File: src/rtl/dual_display_scan_pkg.sv
// Shared constants and types for the two-digit 7-segment scan driver.
// Segment patterns are active-low, bit order {g,f,e,d,c,b,a}.
package dual_display_scan_pkg;

   localparam logic [6:0] SEG_0     = 7'h40;
   localparam logic [6:0] SEG_1     = 7'h79;
   localparam logic [6:0] SEG_2     = 7'h24;
   localparam logic [6:0] SEG_3     = 7'h30;
   localparam logic [6:0] SEG_4     = 7'h19;
   localparam logic [6:0] SEG_5     = 7'h12;
   localparam logic [6:0] SEG_6     = 7'h02;
   localparam logic [6:0] SEG_7     = 7'h78;
   localparam logic [6:0] SEG_8     = 7'h00;
   localparam logic [6:0] SEG_9     = 7'h10;
   localparam logic [6:0] SEG_A     = 7'h08;
   localparam logic [6:0] SEG_B     = 7'h03;
   localparam logic [6:0] SEG_C     = 7'h46;
   localparam logic [6:0] SEG_D     = 7'h21;
   localparam logic [6:0] SEG_E     = 7'h06;
   localparam logic [6:0] SEG_F     = 7'h0E;
   localparam logic [6:0] SEG_DASH  = 7'h3F;
   localparam logic [6:0] SEG_BLANK = 7'h7F;

   localparam logic MODE_BCD = 1'b0;
   localparam logic MODE_BIN = 1'b1;

   typedef struct packed {
      logic       mode;
      logic [5:0] value;
   } disp_val_t;

   // BCD units nibble above 9 cannot come from a valid conversion.
   function automatic logic is_bad_bcd(input disp_val_t v);
      return (v.mode == MODE_BCD) && (v.value[3:0] > 4'd9);
   endfunction

endpackage

File: src/rtl/seg7_hex_decode.sv
// Combinational nibble to active-low 7-segment pattern (0-9, A-F).
module seg7_hex_decode
   import dual_display_scan_pkg::*;
(
   input  logic [3:0] nibble,
   output logic [6:0] seg_n
);

   always_comb begin
      seg_n = SEG_BLANK;
      case (nibble)
         4'h0: seg_n = SEG_0;
         4'h1: seg_n = SEG_1;
         4'h2: seg_n = SEG_2;
         4'h3: seg_n = SEG_3;
         4'h4: seg_n = SEG_4;
         4'h5: seg_n = SEG_5;
         4'h6: seg_n = SEG_6;
         4'h7: seg_n = SEG_7;
         4'h8: seg_n = SEG_8;
         4'h9: seg_n = SEG_9;
         4'hA: seg_n = SEG_A;
         4'hB: seg_n = SEG_B;
         4'hC: seg_n = SEG_C;
         4'hD: seg_n = SEG_D;
         4'hE: seg_n = SEG_E;
         4'hF: seg_n = SEG_F;
         default: seg_n = SEG_BLANK;
      endcase
   end

endmodule

File: src/rtl/dual_display_scan.sv
// Two-digit common-anode scan driver with shadow register committed at frame boundaries.
// Outputs are computed from next-state values so anodes and segments switch on the same edge.
module dual_display_scan
   import dual_display_scan_pkg::*;
#(
   parameter int unsigned REFRESH_DIV = 50000,
   parameter bit          BLANK_LZ    = 1'b1
) (
   input  logic       clk,
   input  logic       rst_n,
   input  logic       load,
   input  logic       mode,
   input  logic [5:0] data,
   output logic [6:0] seg_n,
   output logic       dp_n,
   output logic [1:0] an_n,
   output logic       err,
   output logic       pending
);

   localparam int unsigned CntW = (REFRESH_DIV > 1) ? $clog2(REFRESH_DIV) : 1;
   localparam logic [CntW-1:0] CntMax = CntW'(REFRESH_DIV - 1);

   logic [CntW-1:0] cnt_q, cnt_d;
   logic            sel_q, sel_d;
   disp_val_t       shadow_q, shadow_d;
   disp_val_t       disp_q, disp_d;
   logic            pending_q, pending_d;
   logic [6:0]      seg_n_q, seg_n_d;
   logic [1:0]      an_n_q, an_n_d;
   logic            dp_n_q, dp_n_d;
   logic            err_q, err_d;

   logic            tick;
   logic            commit;
   logic [3:0]      hi, lo, nibble;
   logic [6:0]      dec_seg_n;

   always_comb begin
      tick      = (cnt_q == CntMax);
      cnt_d     = tick ? '0 : cnt_q + 1'b1;
      sel_d     = sel_q ^ tick;
      commit    = tick & sel_q;
      // Commit sees the pre-edge shadow, so a same-cycle load waits for the next frame.
      disp_d    = (commit && pending_q) ? shadow_q : disp_q;
      shadow_d  = load ? disp_val_t'({mode, data}) : shadow_q;
      pending_d = load ? 1'b1 : (commit ? 1'b0 : pending_q);
   end

   always_comb begin
      hi     = {2'b00, disp_d.value[5:4]};
      lo     = disp_d.value[3:0];
      nibble = sel_d ? hi : lo;
      err_d  = is_bad_bcd(disp_d);

      seg_n_d = dec_seg_n;
      if (err_d) begin
         seg_n_d = sel_d ? SEG_DASH : SEG_E;
      end else if (sel_d && BLANK_LZ && (hi == 4'd0)) begin
         seg_n_d = SEG_BLANK;
      end

      an_n_d = sel_d ? 2'b01 : 2'b10;
      dp_n_d = !(!sel_d && (disp_d.mode == MODE_BIN));
   end

   seg7_hex_decode u_dec (
      .nibble (nibble),
      .seg_n  (dec_seg_n)
   );

   always_ff @(posedge clk or negedge rst_n) begin
      if (!rst_n) begin
         cnt_q     <= '0;
         sel_q     <= 1'b0;
         shadow_q  <= '0;
         disp_q    <= '0;
         pending_q <= 1'b0;
         seg_n_q   <= SEG_0;
         an_n_q    <= 2'b10;
         dp_n_q    <= 1'b1;
         err_q     <= 1'b0;
      end else begin
         cnt_q     <= cnt_d;
         sel_q     <= sel_d;
         shadow_q  <= shadow_d;
         disp_q    <= disp_d;
         pending_q <= pending_d;
         seg_n_q   <= seg_n_d;
         an_n_q    <= an_n_d;
         dp_n_q    <= dp_n_d;
         err_q     <= err_d;
      end
   end

   assign seg_n   = seg_n_q;
   assign an_n    = an_n_q;
   assign dp_n    = dp_n_q;
   assign err     = err_q;
   assign pending = pending_q;

endmodule

File: config.mk
export PLATFORM = sky130hd
export DESIGN_NAME = dual_display_scan
export DESIGN_NICKNAME = d
export VERILOG_FILES = /design/src/rtl/dual_display_scan_pkg.sv /design/src/rtl/seg7_hex_decode.sv /design/src/rtl/dual_display_scan.sv
export SDC_FILE = /design/constraint.sdc
export NUM_CORES = 1
export LEC_CHECK = 0
export CORE_UTILIZATION = 50
export CTS_CLUSTER_SIZE = 8
export DETAILED_ROUTE_END_ITERATION = 16
export GPL_TIMING_DRIVEN = 0
export PLACE_DENSITY = 0.72
export SYNTH_ARGS = -nofsm -noshare
export SYNTH_HDL_FRONTEND = slang
export SYNTH_SLANG_ARGS = --single-unit
File: constraint.sdc
create_clock -name clk -period 6.8 [get_ports clk]
set_input_delay 1.02 -clock clk [delete_from_list [all_inputs] [get_ports clk]]
set_output_delay 1.02 -clock clk [all_outputs]
set_load 0.01 [all_outputs]
## Word-level counts from Yosys, hierarchy flattened

Memories as Yosys holds them, arrays and structs flattened.
Cells that the tools add are included.

- Bits of input ports: 10
- Output and inout bits: 12
- Register bits: 43
- Word-level logic and storage cells: 35
- Bits in read-only memories: 112
- Memories kept: 1

- Eq/ne operators: 1
- Mux-type cells: 9
- Order comparisons: 1
- Add/sub/neg operators: 1
- Reductions and logical operators: 8
- Bitwise operators: 3

Memory list:

| memory | words | bits a word | rd ports | clocked after memory_dff | write ports | RTL line | source |
|---|---|---|---|---|---|---|---|
| (name not given) | 16 | 7 | 1 | 0 | 0 | seg7_hex_decode.sv:11 | `case (nibble)` |

Operators by type and width:

| kind | number |
|---|---|
| 2-to-1 mux 7 bit | 3 |
| adder 16 x 1 -> 16 bit, second input constant | 1 |
| == test 16 bit, second input constant | 1 |
| 2-to-1 mux 16 bit | 1 |
| 2-to-1 mux 6 bit | 1 |
| > comparator 4 bit, second input constant | 1 |
| logical AND 1 bit | 4 |
| 2-to-1 mux 4 bit | 1 |
| logical NOT 1 bit | 2 |
| logical NOT 2 bit | 1 |
| 2-to-1 mux 1 bit | 2 |
| 2-to-1 mux 2 bit | 1 |
| nonzero test 2 bit | 1 |
| AND 1 bit | 1 |
| NOT 1 bit | 1 |
| XOR 1 bit | 1 |

## Depth between registers and ports, before layout

Gate-level depths: netlist (run 1).

- Depth after elaboration: 8
- Depth in mapped cells: 15
- Mapped depth without buffers: 14

## Modules after synthesis

Synthesis (run 1) repeated with hierarchy kept, for this count alone.

- Cells, all modules: 173
- Area total of the unflattened synthesis: 2042.0 um^2

By module, submodules not included:

| module | seq. area each (um^2) | cells an instance | times used | area each (um^2) |
|---|---|---|---|---|
| dual_display_scan | 1054.8 | 141 | 1 | 1766.7 |
| seg7_hex_decode | 0.0 | 32 | 1 | 275.3 |

## Worst setup path before layout (run 1)

Ideal clock, no wire load.

- Path type: reg2reg
- Start: register cnt_q[5]
- End: register seg_n_q[4], in the netlist seg_n[4]
- Required time: 6718 ps
- Library setup time: 82 ps
- Clock period less this slack: 3554 ps
- Path buffers: 1
- Cell stages (with the launch flop): 16
- Path slack: 3246 ps
- Arrival time: 3472 ps
- Path through: dfrtp_1 > nor4_1 > nand3_1 > nor4_4 > ha_1 > buf_6 > nand2_2 > mux2_2 > or2_2 > o21ai_0 > inv_1 > ha_1 > a2111oi_0 > a31oi_1 > or2_0 > a31oi_1

RTL lines:

| item | RTL line | source |
|---|---|---|
| start: declaration | dual_display_scan.sv:24 | `logic [CntW-1:0] cnt_q, cnt_d;` |
| start signal: assignment | dual_display_scan.sv:84 | `cnt_q <= cnt_d;` |
| end signal: assignment | dual_display_scan.sv:89 | `seg_n_q <= seg_n_d;` |
| end: declaration | dual_display_scan.sv:29 | `logic [6:0] seg_n_q, seg_n_d;` |

==> results of run 1 <==
==> worst paths after layout <==
check	startpoint	end	cells after the start
worst max-delay path	cnt_q[5]	seg_n[4]	15
max in group asynchronous	rst_n	err	1
worst max register to register	cnt_q[5]	seg_n[4]	15
worst min-delay path	cnt_q[13]	cnt_q[13]	1
worst min register to register	cnt_q[13]	cnt_q[13]	1
min in group asynchronous	rst_n	cnt_q[7]	1
==> power by group through the flow <==
stage,logic [mW],clock network [mW],registers (mW)
after global routing,0.0190,0.208,0.258
after global placement,0.0171,0,0.262
after detailed placement,0.0176,0,0.263
after CTS,0.0175,0.198,0.258
after floorplan,0.00740,0,0.261
final,0.0170,0.192,0.258
==> synthesized netlist by cell type (3+ instances only) <==
| cell type | n | area share, % |
|---|---|---|
| dfrtp_1 | 39 | 46 |
| nand3_1 | 16 | 3.8 |
| nand2_1 | 12 | 2.1 |
| nor2_1 | 12 | 2.1 |
| mux2_2 | 10 | 5.4 |
| xor2_1 | 9 | 3.8 |
| ha_1 | 8 | 4.8 |
| xnor2_1 | 7 | 2.9 |
| a31oi_1 | 4 | 1.2 |
| inv_1 | 4 | 0.71 |
| mux2i_1 | 4 | 1.9 |
| o21ai_0 | 4 | 0.95 |
| dfstp_2 | 3 | 3.8 |
| nor3_1 | 3 | 0.71 |
| o32ai_1 | 3 | 1.3 |
| or3_1 | 3 | 0.89 |
==> per-layer routing <==
metal	vias up	routed length (um)
met3	7	131
met1	693	1790
met4	0	51
met5	-	0
li1	719	-
met2	27	1840
==> area by class of cell <==
class	count	share of cell area [%]
clock buffer	6	2.94
buffer	5	1.37
sequential	42	42.7
timing repair buffer	20	7.91
clock inverter	2	1.52
inverter	7	1.27
multi-input combinational	134	39.7
tap	50	2.54
==> state kept, by name (all words and copies together), names as in the netlist <==
signal / cells
shadow_q: 7
an_n: 2
cnt_q: 16
dp_n: 1
disp_q: 7
err: 1
pending: 1
seg_n: 7
==> metrics by stage <==
| stage | util, % | setup WS (ns) | cells |
|---|---|---|---|
| floorplan | - | 3.25 | 188 |
| global placement | 58.6 | 2.74 | 258 |
| detailed placement | 58.5 | 2.69 | 258 |
| CTS | 61.2 | 2.59 | 266 |
| global route | 61.2 | 2.18 | 266 |
| finish | 61.2 | 2.61 | 266 |
==> logic make-up (layout without fill, tap and decap cells) <==
family	Yosys count	in the layout	share of synthesized area, %
and+or+nand+nor	69	69	18.7
DFF	42	42	50.2
AOI/OAI and AO/OA	27	27	9.30
xor gates and xnor gates	16	16	6.67
muxes	14	14	7.27
buffers and inverters	12	40	3.10
adders and majority gates	8	8	4.77
==> report_table.html, run 1 <==
<table>
<tr><th>Metric</th><th>Value</th></tr>
<tr><th colspan="2">Clock tree</th></tr>
<tr><td>Insertion delay of the later-clocked pin in the worst-skew pair</td><td>0.30 ns</td></tr>
<tr><td>Longest Clk Path Bufs</td><td>2</td></tr>
<tr><td>Post-CTS clock slew at the launch and capture registers of the worst setup and hold paths</td><td>0.08 ns</td></tr>
<tr><td>Clock tree from TritonCTS</td><td>yes</td></tr>
<tr><td>Root Driver</td><td>clkbuf_8</td></tr>
<tr><td>Post-CTS Hold Buffers</td><td>0</td></tr>
<tr><td># clock sinks</td><td>42</td></tr>
<tr><td>H-Tree Level Count</td><td>2</td></tr>
<tr><td>Gates resized, CTS repair</td><td>0</td></tr>
<tr><td>CTS buffer count</td><td>5</td></tr>
<tr><td>Postcts setup bufs</td><td>0</td></tr>
<tr><th colspan="2">Die</th></tr>
<tr><td>FP Rows</td><td>23</td></tr>
<tr><td>Die Footprint</td><td>4460 um2</td></tr>
<tr><td>Die span in y</td><td>66.8 um</td></tr>
<tr><td>Boundary Pins</td><td>22</td></tr>
<tr><td>Core Region</td><td>4030 um2</td></tr>
<tr><td>Initial core utilization</td><td>52.1%</td></tr>
<tr><td>Die W</td><td>66.8 um</td></tr>
<tr><th colspan="2">Synth</th></tr>
<tr><td>Synthesis-stage register bit count</td><td>42</td></tr>
<tr><td>Distinct cell type count after synthesis</td><td>51</td></tr>
<tr><td>Post-synthesis sequential area ratio</td><td>50.2%</td></tr>
<tr><td>Share of flip-flops with an asynchronous set or reset</td><td>100%</td></tr>
<tr><td>Number of synthesized flops with an enable pin</td><td>0</td></tr>
<tr><td>Cell count after synthesis</td><td>188</td></tr>
<tr><td>Synth warn</td><td>0</td></tr>
<tr><td>Post-synthesis average cell area</td><td>11.2 um2</td></tr>
<tr><td>Post-synth net total</td><td>206</td></tr>
<tr><td>Post-synthesis cell area</td><td>2100 um2</td></tr>
<tr><td>Primary flip-flop cell chosen by synthesis mapping</td><td>dfrtp_1</td></tr>
<tr><th colspan="2">Power and ir drop</th></tr>
<tr><td>Standby leakage power</td><td>1.11 nW</td></tr>
<tr><td>Worst vdd ir</td><td>135 uV</td></tr>
<tr><td>Power dissipated by switching net loads</td><td>0.0941 mW</td></tr>
<tr><td>PD cells</td><td>189 nW/um2</td></tr>
<tr><td>Internal Dissipation</td><td>0.372 mW</td></tr>
<tr><td>Relative contribution of sequential cells to total power</td><td>55.2%</td></tr>
<tr><td>Overall power</td><td>0.466 mW</td></tr>
<tr><td>Switch share</td><td>20.2%</td></tr>
<tr><td>Fraction of power consumed by the clock network</td><td>41.1%</td></tr>
<tr><td>Part of the total power dissipated in combinational logic</td><td>3.6%</td></tr>
<tr><th colspan="2">Cells and area</th></tr>
<tr><td>Final-stage net count</td><td>233</td></tr>
<tr><td>Fin area</td><td>2470 um2</td></tr>
<tr><td>Most frequent standard cell in the layout excluding fill and tap cells</td><td>dfrtp_1</td></tr>
<tr><td>Share of layout cells above drive strength 1</td><td>17.6%</td></tr>
<tr><td>Most used cells in the layout excluding fill and tap cells</td><td>dfrtp_1 (39), clkdlybuf4s50_1 (19), nand3_1 (16), nor2_1 (12), nand2_1 (12)</td></tr>
<tr><td>Relative area change from synthesis to final layout</td><td>17.5%</td></tr>
<tr><td>Area used by sequential logic in the layout</td><td>1050 um2</td></tr>
<tr><td>Layout filler cell count</td><td>342</td></tr>
<tr><td>Antenna diode count</td><td>0</td></tr>
<tr><td>Area of the multi-input gates</td><td>980 um2</td></tr>
<tr><th colspan="2">Timing</th></tr>
<tr><td>Final setup violating endpoints</td><td>0</td></tr>
<tr><td>Min cycle time layout</td><td>4.19 ns</td></tr>
<tr><td>Final setup skew</td><td>0.0131 ns</td></tr>
<tr><td>Actual slew at the worst max-slew pin</td><td>0.890 ns</td></tr>
<tr><td>Normalized max-slew margin</td><td>40.7%</td></tr>
<tr><td>Final number of hold-violating endpoints</td><td>0</td></tr>
<tr><td>Setup TNS</td><td>0 ns</td></tr>
<tr><td>Unrepaired setup endpoints after global routing</td><td>no</td></tr>
<tr><td>Final worst hold slack</td><td>0.502 ns</td></tr>
<tr><td>Crit share post-route</td><td>61.6%</td></tr>
<tr><td>Highest attainable clock frequency</td><td>0.239 GHz</td></tr>
<tr><td>Max-slew violation count</td><td>0</td></tr>
<tr><th colspan="2">Worst setup path</th></tr>
<tr><td>Required time reported for the critical path endpoint</td><td>7.01 ns</td></tr>
<tr><td>Crit-path max cell delay</td><td>0.51 ns</td></tr>
<tr><td>Buffering stage count on the worst path with inverters included</td><td>2</td></tr>
<tr><td>Crit path arrival time</td><td>4.40 ns</td></tr>
<tr><td>Endpoint type of the worst setup path</td><td>register</td></tr>
<tr><td>Largest driver fanout on the critical path</td><td>10</td></tr>
<tr><td>Sequence of cells on the critical path</td><td>nor4_1 -&gt; nand3_1 -&gt; nor4_4 -&gt; ha_1 -&gt; buf_6 -&gt; nand2_2 -&gt; mux2_2 -&gt; or2_2 -&gt; o21ai_0 -&gt; inv_1 -&gt; ha_1 -&gt; a2111oi_0 -&gt; a31oi_1 -&gt; or2_0 -&gt; a31oi_1</td></tr>
<tr><td>Setup Crit Path Kind</td><td>reg -&gt; reg</td></tr>
<tr><td>Critical-path cell with the highest stage delay</td><td>nor4_4</td></tr>
<tr><td>Minimum setup slack among reg-to-reg paths</td><td>2.61 ns</td></tr>
<tr><td>Category of cells accounting for the largest share of critical-path delay</td><td>simple AND/OR/NAND/NOR gates</td></tr>
<tr><td>Worst setup SP type</td><td>register</td></tr>
<tr><th colspan="2">Global routing</th></tr>
<tr><td>GRT Resource Usage Total</td><td>20.3%</td></tr>
<tr><td>Met2 Usage GRT</td><td>33.0%</td></tr>
<tr><td>Met3 track utilization from global routing</td><td>5.65%</td></tr>
<tr><td>Antenna violations before repair</td><td>0</td></tr>
<tr><td>Global-route wire length before repair</td><td>6.58 mm</td></tr>
<tr><td>Maximum number of pins on one net before global-route repair</td><td>43</td></tr>
<tr><td>Met1 track demand over resource in global routing</td><td>26.1%</td></tr>
<tr><td>Busiest metal layer after global routing</td><td>met2</td></tr>
<tr><td>Via count of the first global-routing pass</td><td>1,421</td></tr>
<tr><td>Overflow left after global routing</td><td>0</td></tr>
<tr><th colspan="2">Detailed routing</th></tr>
<tr><td>Count of antenna-violating nets left after detailed routing</td><td>0</td></tr>
<tr><td>DRC marker count from the first detailed-route iteration</td><td>55</td></tr>
<tr><td>Average wire per cell in the routed design</td><td>14.3 um</td></tr>
<tr><td>Count of vias placed by the detailed router</td><td>1,446</td></tr>
<tr><td>Number of detailed-route iterations in the first pass</td><td>4</td></tr>
<tr><td>DR vias/cell</td><td>5.44</td></tr>
<tr><td>Remaining routing DRC violations</td><td>0</td></tr>
<tr><td>Routed WL</td><td>3.81 mm</td></tr>
<tr><th colspan="2">Placed design</th></tr>
<tr><td>Count of input and output buffers</td><td>20</td></tr>
<tr><td>Area after detailed placement</td><td>2360 um2</td></tr>
<tr><td>Placed wire-length estimate</td><td>2.92 mm</td></tr>
<tr><td>Weighted congestion reported at the end of routability-driven placement</td><td>0.850</td></tr>
<tr><th colspan="2">Run</th></tr>
<tr><td>Total of max-cap violations</td><td>0</td></tr>
<tr><th colspan="2">Run status</th></tr>
<tr><td>Run status</td><td>finished, final reports clean</td></tr>
<tr><th colspan="2">Worst hold path</th></tr>
<tr><td>Hold/Removal Path Class</td><td>reg -&gt; reg</td></tr>
</table>
Note: power is estimated with default switching activity, not from simulation.
==> inputs of run 2 (changes only) <==
Settings changed: PLACE_DENSITY 0.72 to 0.75.
Clock period 6.8 ns to 3.44 ns, I/O delays scaled along.
==> run 2 against run 1 <==
  * Non-clock buffer count is 13 higher
  * Routed wire length up 13%
  * First-iteration DRC count up 1.8%
  * Global-route usage rose by 0.95 points
  * Register-to-register slack worse by 2.6 ns
  * Sequential share of layout area shrank 2.8 points
  * Critical path type unchanged
==> report_table.html, run 2 (same netlist as run 1, synthesis figures left out) <==
<table>
<tr><th>Metric</th><th>Value</th></tr>
<tr><th colspan="2">Run status</th></tr>
<tr><td>Run status</td><td>finished, final reports clean</td></tr>
<tr><th colspan="2">Worst setup path</th></tr>
<tr><td>Sequence of cells on the critical path</td><td>nor4_2 -&gt; nand3_1 -&gt; nor4_4 -&gt; ha_2 -&gt; buf_6 -&gt; nand2_4 -&gt; mux2_2 -&gt; or2_4 -&gt; o21ai_4 -&gt; inv_2 -&gt; ha_4 -&gt; a2111oi_4 -&gt; a31oi_1 -&gt; or2_0 -&gt; a31oi_1</td></tr>
<tr><td>CP startpoint</td><td>cnt_q[11]</td></tr>
<tr><td>Endpoint type of the worst setup path</td><td>register</td></tr>
<tr><td>Required time reported for the critical path endpoint</td><td>3.64 ns (-3.37 ns)</td></tr>
<tr><td>Cell mode on critical path</td><td>a31oi_1</td></tr>
<tr><td>Critical path capture point</td><td>seg_n[4]</td></tr>
<tr><td>Worst setup SP type</td><td>register</td></tr>
<tr><td>Crit-path max cell delay</td><td>0.42 ns (-0.09 ns)</td></tr>
<tr><td>Critical register-to-register path startpoint</td><td>cnt_q[11]</td></tr>
<tr><td>Critical R2R Capture</td><td>seg_n[4]</td></tr>
<tr><td>Depth of the worst register-to-register path</td><td>15 (unchanged)</td></tr>
<tr><td>Crit path arrival time</td><td>3.59 ns (-0.81 ns)</td></tr>
<tr><td>Minimum setup slack among reg-to-reg paths</td><td>0.04 ns (-2.57 ns)</td></tr>
<tr><td>Critical-path cell with the highest stage delay</td><td>dfrtp_2</td></tr>
<tr><td>Setup Crit Path Kind</td><td>reg -&gt; reg</td></tr>
<tr><td>Largest driver fanout on the critical path</td><td>8 (-2)</td></tr>
<tr><th colspan="2">Timing</th></tr>
<tr><td>Actual slew at the worst max-slew pin</td><td>0.881 ns (-0.00814 ns)</td></tr>
<tr><td>Final setup skew</td><td>0.0102 ns (-0.00289 ns)</td></tr>
<tr><td>Final critical-path setup slack</td><td>0.0434 ns (-2.57 ns)</td></tr>
<tr><td>Normalized max-slew margin</td><td>41.2% (+0.54 points)</td></tr>
<tr><td>Final number of hold-violating endpoints</td><td>0 (unchanged)</td></tr>
<tr><td>Min cycle time layout</td><td>3.40 ns (-0.794 ns)</td></tr>
<tr><td>Final setup violating endpoints</td><td>0 (unchanged)</td></tr>
<tr><td>Highest attainable clock frequency</td><td>0.294 GHz (+23%)</td></tr>
<tr><td>Max-slew violation count</td><td>0 (unchanged)</td></tr>
<tr><td>Crit share post-route</td><td>98.7% (+37 points)</td></tr>
<tr><td>Unrepaired setup endpoints after global routing</td><td>yes</td></tr>
<tr><th colspan="2">Die</th></tr>
<tr><td>Boundary Pins</td><td>22 (unchanged)</td></tr>
<tr><td>Die span in y</td><td>66.8 um (unchanged)</td></tr>
<tr><td>Core Region</td><td>4030 um2 (unchanged)</td></tr>
<tr><td>Initial core utilization</td><td>52.1% (unchanged)</td></tr>
<tr><td>Die Footprint</td><td>4460 um2 (unchanged)</td></tr>
<tr><td>Die W</td><td>66.8 um (unchanged)</td></tr>
<tr><td>FP Rows</td><td>23 (unchanged)</td></tr>
<tr><th colspan="2">Global routing</th></tr>
<tr><td>Overflow left after global routing</td><td>0 (unchanged)</td></tr>
<tr><td>Via count of the first global-routing pass</td><td>1,488 (+4.7%)</td></tr>
<tr><td>GRT Resource Usage Total</td><td>21.3% (+0.95 points)</td></tr>
<tr><td>Maximum number of pins on one net before global-route repair</td><td>43 (unchanged)</td></tr>
<tr><td>Antenna violations before repair</td><td>0 (unchanged)</td></tr>
<tr><td>Global-route wire length before repair</td><td>6.95 mm (+5.6%)</td></tr>
<tr><th colspan="2">Detailed routing</th></tr>
<tr><td>DR vias/cell</td><td>5.56 (+2.3%)</td></tr>
<tr><td>Count of vias placed by the detailed router</td><td>1,552 (+7.3%)</td></tr>
<tr><td>Remaining routing DRC violations</td><td>0 (unchanged)</td></tr>
<tr><td>Average wire per cell in the routed design</td><td>15.4 um (+7.6%)</td></tr>
<tr><td>Count of antenna-violating nets left after detailed routing</td><td>0 (unchanged)</td></tr>
<tr><td>Number of detailed-route iterations in the first pass</td><td>4 (unchanged)</td></tr>
<tr><td>Routed WL</td><td>4.29 mm (+13%)</td></tr>
<tr><td>DRC marker count from the first detailed-route iteration</td><td>56 (+1.8%)</td></tr>
<tr><th colspan="2">Power and ir drop</th></tr>
<tr><td>Relative contribution of sequential cells to total power</td><td>55.4% (+0.2 points)</td></tr>
<tr><td>PD cells</td><td>347 nW/um2 (+83%)</td></tr>
<tr><td>Worst vdd ir</td><td>225 uV (+67%)</td></tr>
<tr><td>Switch share</td><td>19.9% (-0.30 points)</td></tr>
<tr><td>Overall power</td><td>0.918 mW (+97%)</td></tr>
<tr><td>Fraction of power consumed by the clock network</td><td>41.0% (about the same)</td></tr>
<tr><td>Power dissipated by switching net loads</td><td>0.183 mW (+94%)</td></tr>
<tr><td>Standby leakage power</td><td>1.18 nW (+6.5%)</td></tr>
<tr><td>Internal Dissipation</td><td>0.736 mW (+98%)</td></tr>
<tr><td>Part of the total power dissipated in combinational logic</td><td>3.6% (about the same)</td></tr>
<tr><th colspan="2">Clock tree</th></tr>
<tr><td>Insertion delay of the later-clocked pin in the worst-skew pair</td><td>0.29 ns (about the same)</td></tr>
<tr><td>CTS buffer count</td><td>5 (unchanged)</td></tr>
<tr><td>Post-CTS Hold Buffers</td><td>0 (unchanged)</td></tr>
<tr><td>Longest Clk Path Bufs</td><td>2 (unchanged)</td></tr>
<tr><td>Post-CTS clock slew at the launch and capture registers of the worst setup and hold paths</td><td>0.08 ns (about the same)</td></tr>
<tr><td>Root Driver</td><td>clkbuf_8</td></tr>
<tr><td>Clock tree from TritonCTS</td><td>yes</td></tr>
<tr><td>H-Tree Level Count</td><td>2 (unchanged)</td></tr>
<tr><td># clock sinks</td><td>42 (unchanged)</td></tr>
<tr><th colspan="2">Placed design</th></tr>
<tr><td>Weighted congestion reported at the end of routability-driven placement</td><td>0.922 (+8.5%)</td></tr>
<tr><td>Number of placed cells counting well taps</td><td>258 (unchanged)</td></tr>
<tr><td>Count of input and output buffers</td><td>20 (unchanged)</td></tr>
<tr><td>Placed wire-length estimate</td><td>3.00 mm (+2.9%)</td></tr>
<tr><td>Area after detailed placement</td><td>2370 um2 (+0.74%)</td></tr>
<tr><td>Setup WS pre-CTS</td><td>-0.463 ns (-3.15 ns)</td></tr>
<tr><th colspan="2">Cells and area</th></tr>
<tr><td>Antenna diode count</td><td>0 (unchanged)</td></tr>
<tr><td>Final-stage net count</td><td>246 (+5.6%)</td></tr>
<tr><td>Share of layout cells above drive strength 1</td><td>28.4% (+11 points)</td></tr>
<tr><td>Relative area change from synthesis to final layout</td><td>26.2%</td></tr>
<tr><td>Register name with the most flops</td><td>cnt_q</td></tr>
<tr><td>Final std cells w/o fill</td><td>279 (+4.9%)</td></tr>
<tr><td>Fin area</td><td>2650 um2 (+7.4%)</td></tr>
<tr><td>Flip-flop count of the largest register after layout</td><td>16 (unchanged)</td></tr>
<tr><td>Most frequent standard cell in the layout excluding fill and tap cells</td><td>dfrtp_1</td></tr>
<tr><td>Most used cells in the layout excluding fill and tap cells</td><td>dfrtp_1 (37), clkdlybuf4s50_1 (19), nand3_1 (15), buf_4 (15)</td></tr>
<tr><th colspan="2">Worst hold path</th></tr>
<tr><td>Hold/Removal Path Class</td><td>in -&gt; async</td></tr>
<tr><th colspan="2">Run</th></tr>
<tr><td>Total of max-cap violations</td><td>0 (unchanged)</td></tr>
</table>
## run 2: per-stage QoR
stage	TNS, ns	util, %	hold WS (ns)
2_1_floorplan	0	-	0.220
3_3_place_gp	-0.529	59.1	0.480
3_5_place_dp	-0.953	58.9	0.478
4_1_cts	0	63.3	0.369
5_1_grt	-0.0932	65.7	0.401
6_report	0	65.7	0.338
## run 2: worst max-delay path: cells and delay by family, from the launching register on
kind / cells / cell delay [ns]
DFF: 1 / 0.42
adders and majority gates: 2 / 0.41
muxes: 1 / 0.30
AOI/OAI and AO/OA: 4 / 0.62
and+or+nand+nor: 6 / 1.34
buffers and inverters: 2 / 0.21
## run 2: power groups by stage
stage	Combinational [mW]	Clock, mW	Sequential [mW]
6_report	0.0330	0.376	0.509
2_1_floorplan	0.0146	0	0.516
3_5_place_dp	0.0342	0	0.519
4_1_cts	0.0342	0.386	0.509
5_1_grt	0.0388	0.406	0.511
3_3_place_gp	0.0335	0	0.518
## run 2: routing by layer
layer,up-vias,global-route usage (%),part of all wire [%]
met2,50,35.2,52
li1,743,-,-
met4,0,6.65,1.1
met3,4,5.48,5.2
met1,755,27.1,42
met5,-,0,0
## run 2: repair_timing
| action | 4_1_cts | 5_1_grt |
|---|---|---|
| resized for setup | 7 | 8 |
| endpoints found under the setup margin | 6 | 2 |
| pin swaps | 5 | 5 |
| setup buffers | 5 | 8 |
## run 2: worst min path at each step
stage / endpoint / slack (ns) / depth (start not counted)
final: cnt_q[12] / 0.34 / 1
after global routing: cnt_q[10] / 0.40 / 1
after CTS: cnt_q[12] / 0.37 / 1
after detailed placement: disp_q[6] / 0.48 / 2
after global placement: disp_q[6] / 0.48 / 2
after floorplan: an_n[0] / 0.22 / 0
## run 2: area by class of cell
class | instances | area [um2]
buffer | 5 | 35.0
clock buffer | 6 | 72.6
clock inverter | 2 | 37.5
timing repair buffer | 33 | 293
sequential | 42 | 1060
tap | 50 | 62.6
inverter | 7 | 31.3
fill | 301 | 1380
multi-input combinational | 134 | 1060
